--- config.mk ---
export PLATFORM = sky130hd
export DESIGN_NAME = lifo_stack_resp
export DESIGN_NICKNAME = d
export VERILOG_FILES = /design/src/rtl/lifo_stack_resp.sv
export SDC_FILE = /design/constraint.sdc
export NUM_CORES = 1
export LEC_CHECK = 0
export ABC_CLOCK_PERIOD_IN_PS = 2600
export CAP_MARGIN = 40
export CORE_ASPECT_RATIO = 0.7
export CORE_MARGIN = 2
export CORE_UTILIZATION = 43
export CTS_BUF_LIST = sky130_fd_sc_hd__clkbuf_4
export DETAILED_ROUTE_END_ITERATION = 16
export HOLD_SLACK_MARGIN = 0.15
export PLACE_DENSITY = 0.65
export SKIP_LAST_GASP = 1
export SYNTH_ARGS = -nofsm -noshare
export SYNTH_HDL_FRONTEND = slang
export SYNTH_SLANG_ARGS = --single-unit
--- constraint.sdc ---
create_clock -name clk -period 2.6 [get_ports clk]
set_input_delay 0.39 -clock clk [delete_from_list [all_inputs] [get_ports clk]]
set_output_delay 0.39 -clock clk [all_outputs]
set_load 0.01 [all_outputs]
--- src/rtl/lifo_stack_resp.sv ---
// lifo_stack_resp: LIFO stack responder for the DUT end of the LIFO VIP interface.
// Pushes go in via data_wr/wr_en and pops come out via rd_en. Pop data is registered
// on data_rd. Full/empty status, occupancy and one-cycle overflow/underflow pulses are
// reported every cycle.
// Build option: define LIFO_BYPASS_EN to forward data_wr straight to data_rd on a
// simultaneous push+pop into an empty stack. In that case nothing is stored and no
// error is raised.
module lifo_stack_resp #(
  parameter int DEPTH      = 12,
  parameter int DATA_WIDTH = 8,
  localparam int CNT_W     = $clog2(DEPTH + 1)
) (
  input  logic                  clk,
  input  logic                  rst,
  input  logic [DATA_WIDTH-1:0] data_wr,
  input  logic                  wr_en,
  input  logic                  rd_en,
  output logic [DATA_WIDTH-1:0] data_rd,
  output logic                  lifo_full,
  output logic                  lifo_empty,
  output logic [CNT_W-1:0]      count,
  output logic                  wr_err,
  output logic                  rd_err
);

  localparam int AW = $clog2(DEPTH);

  logic [DATA_WIDTH-1:0] mem [DEPTH];

  logic [AW-1:0] top_idx;
  logic [AW-1:0] wr_idx;
  logic          push_ok;
  logic          pop_ok;
  logic          swap;
  logic          empty_both;
  logic          wr_err_d;
  logic          rd_err_d;

  // Status flags decode only from the registered count, so they are glitch-free
  always_comb begin
    lifo_full  = (count == CNT_W'(DEPTH));
    lifo_empty = (count == '0);
  end

  // Classify the request for this cycle and derive the indices of the top and next-free slots
  always_comb begin
    top_idx    = AW'(count - CNT_W'(1));
    wr_idx     = AW'(count);
    push_ok    = wr_en && !rd_en && !lifo_full;
    pop_ok     = rd_en && !wr_en && !lifo_empty;
    swap       = wr_en && rd_en && !lifo_empty;
    empty_both = wr_en && rd_en && lifo_empty;
    wr_err_d   = wr_en && !rd_en && lifo_full;
`ifdef LIFO_BYPASS_EN
    rd_err_d   = rd_en && !wr_en && lifo_empty;
`else
    rd_err_d   = rd_en && lifo_empty;
`endif
  end

  // Storage write port. The array is not reset. A swap overwrites the current top
  // entry in place.
  always_ff @(posedge clk) begin
    if (rst) begin
      if (push_ok)
        mem[wr_idx] <= data_wr;
      else if (swap)
        mem[top_idx] <= data_wr;
`ifndef LIFO_BYPASS_EN
      else if (empty_both)
        mem[wr_idx] <= data_wr;
`endif
    end
  end

  // Occupancy, registered pop data and error pulses
  always_ff @(posedge clk or negedge rst) begin
    if (!rst) begin
      count   <= '0;
      data_rd <= '0;
      wr_err  <= 1'b0;
      rd_err  <= 1'b0;
    end else begin
      wr_err <= wr_err_d;
      rd_err <= rd_err_d;
      if (push_ok) begin
        count <= count + CNT_W'(1);
      end else if (pop_ok) begin
        data_rd <= mem[top_idx];
        count   <= count - CNT_W'(1);
      end else if (swap) begin
        data_rd <= mem[top_idx];
      end else if (empty_both) begin
`ifdef LIFO_BYPASS_EN
        data_rd <= data_wr;
`else
        count <= CNT_W'(1);
`endif
      end
    end
  end

endmodule

==> impl_metrics.yaml <==
synth:
  synth-seq-area-share_pct: 67.6
  postSynthCellCount: 314
  syn_area_per_cell_sq_um: 15.2
  syn_area_sq_um: 4780
  yosys.area.top_type_share_pct: 60.3
  ys_ff_latch: 110
  yosys.area.top_type: "edfxtp_1"
  synth_common_cells: "edfxtp_1 (96), mux2i_1 (32), nand3_1 (28), dfrtp_1 (14), nand2_1 (14)"
  synth_fp_nets: 328
  synth-edff-count: 96
  yosysMostFrequentCell: "edfxtp_1"
  yosysWarnings: 0
  synthTopCellsByArea: "edfxtp_1 (60%), dfrtp_1 (7.3%), mux2i_1 (6.7%)"
  ys_types: 54
  async_reset_ff_share_pct: 12.7
  ys.flop_type: "edfxtp_1"
sta:
  relSlewSlack_pct: 59.5
  setup_violations: 0
  hold_violations: 0
  slew_viol_final: 0
  min_period_over_period_pct: 94.4
  tightest_slew_ps: 603
  tns_ps: 0
  min_period_ps: 2460
  fin_ws_ps: 144
  clock-skew-final_ps: 18.8
  grt_setup_unrepaired: "false"
  fmax_mhz: 407
  whs_ps: 368
clocking:
  root_buffer: "clkbuf_4"
  clk_latency_ps: 480
  holdBufCountCts: 0
  tritoncts: "done"
  htree_levels: 3
  clk_pin_slew_worst_paths_ps: 170
  numCtsBuffers: 9
  cts.sinks: 110
  clockBufferDepth: 2
power_and_ir_drop:
  p_leak_nw: 1.99
  p_total_mw: 5.72
  p_per_area_nw_per_um2: 1020
  vdd_drop_max_mv: 0.396
grt:
  antenna_found_initial: 1
  grt_usage_pct: 19.1
  grt_max_degree: 26
  grt_overflow: 0
  grt_pass1_wl_um: 16300
  grt_pass1_vias: 2787
floorplanning:
  die_h_um: 92.2
  die_w_um: 130
  coreArea_sq_um: 10900
  die_area_sq_um: 12000
  num_io_pins: 28
  placementRows: 32
  initial_core_util_pct: 43.8
layout:
  drive_gt1_share_pct: 22.4
  areaGrowthSynthToFinish_pct: 17.5
  nNetsFinal: 380
  finalInstanceArea_sq_um: 5620
  utilization_pct: 51.4
  stdcell_count: 525
  nFillCells: 922
routing:
  detail_route.wl_per_cell_um: 20.3
  drt_iter0_markers: 228
  via_count: 2886
  routed_wl_um: 10600
  vias_per_cell: 5.50
  drc: 0
  ant_nets: 0
  drtPass1Iterations: 4
placed_design:
  port_buffers: 27
  dp.cells: 507
  gp_congestion: 0.847
  dp_slack_ps: 53.0
  hpwlAfterDp_um: 7380
  dpl_cell_area_sq_um: 5450
worst_setup_path:
  cp-start-kind: "flip-flop"
  path_class: "flip-flop to flip-flop"
  crit_required_ps: 2770
  crit_fanout: 25
  critical_path_arrival_ps: 2630
  worst_setup_path_end_kind: "flip-flop"
min_path:
  hp-class: "input pin to asynchronous set/reset pin"
run:
  cap_viol_max_count: 0
status:
  status: "completed"
worst paths after layout:
kind | slack (ps) | startpoint | end | cells after the start
max in group asynchronous | 2050 | rst | count[0] | 2
min in group clk | 710 | count[1] | count[1] | 2
setup reg to reg | 140 | count[0] | mem[2][1] | 5
hold reg to reg | 710 | count[1] | count[1] | 2
hold / removal | 370 | rst | count[3] | 2
setup / recovery | 140 | count[0] | mem[2][1] | 5
state kept, by name, summed over array words and instances (netlist names):
signal / count
rd_err: 1
count: 4
mem: 96
data_rd: 8
wr_err: 1
what timing repair did:
item                       CTS  global route
setup buffers                1             0
setup endpoints to repair    1             1
gates resized for setup      2             3
per-layer routing:
metal | vias up | share of wire (%) | track usage, %
met4 | 0 | 1.0 | 4.84
met1 | 1439 | 47 | 28.6
met3 | 8 | 8.6 | 5.54
met5 | - | 0 | 0
met2 | 99 | 44 | 27.4
li1 | 1340 | - | -
critical path, cell delays in order, from the launching register on:
cell and delay (ps):
dfrtp_2 420, buf_4 370, buf_4 490, nor3_2 140, or3_1 430, nor2_4 280
final cells by class:
| type | count | area (sq um) | share of cell area [%] |
|---|---|---|---|
| Antenna cell | 1 | 2.50 | 0.0445 |
| Clock buffer | 9 | 67.6 | 1.20 |
| Tap cell | 153 | 191 | 3.41 |
| Inverter | 7 | 43.8 | 0.779 |
| Sequential cell | 110 | 3230 | 57.6 |
| Timing Repair Buffer | 59 | 528 | 9.40 |
| Clock inverter | 7 | 81.3 | 1.45 |
| Multi-Input combinational cell | 179 | 1470 | 26.2 |
cell usage in the layout, fill, tap and decap left out, types with 2 or more instances in the layout:
| cell type | synthesis | routed |
|---|---|---|
| o21ai_1 | 8 | 9 |
| dfrtp_1 | 14 | 13 |
| inv_8 | 0 | 2 |
| nand3_1 | 28 | 27 |
| or3b_4 | 1 | 2 |
| a21boi_0 | 9 | 9 |
| clkdlybuf4s50_1 | 0 | 25 |
| buf_4 | 2 | 30 |
| nor2b_1 | 2 | 2 |
| nor2_1 | 11 | 4 |
| nor2_4 | 0 | 5 |
| nor3_1 | 2 | 2 |
| nand2_1 | 14 | 14 |
| o211ai_1 | 3 | 3 |
| clkinvlp_4 | 0 | 2 |
| a21oi_1 | 5 | 2 |
| a21oi_2 | 0 | 3 |
| nand2b_1 | 3 | 3 |
| a31oi_1 | 8 | 8 |
| mux2i_1 | 32 | 32 |
| or4_1 | 2 | 2 |
| a221o_1 | 8 | 8 |
| clkbuf_4 | 0 | 9 |
| nand4_1 | 2 | 2 |
| edfxtp_1 | 96 | 96 |
| nor2_2 | 2 | 4 |
| mux4_2 | 8 | 8 |
| o21a_1 | 2 | 2 |
| inv_1 | 5 | 5 |
| o22ai_1 | 2 | 2 |
power by group:
| part | switching, mW | internal, mW | total (mW) |
|---|---|---|---|
| Combinational | 1.49 | 1.13 | 2.62 |
| Sequential | 0.0942 | 2.12 | 2.21 |
| Clock | 0.581 | 0.308 | 0.889 |
kinds of logic (layout without fill, tap and decap cells):
| family | Yosys count | after routing | synth area share [%] |
|---|---|---|---|
| simple gates | 76 | 76 | 8.68 |
| mux | 41 | 41 | 10.7 |
| flops | 110 | 110 | 67.6 |
| buf+inv | 25 | 82 | 3.01 |
| fa+ha+maj | 2 | 2 | 0.523 |
| other cells | 0 | 1 | 0 |
| xor+xnor | 3 | 3 | 0.863 |
| compound gates | 57 | 57 | 8.63 |
Power figures use the tool's default switching activity.
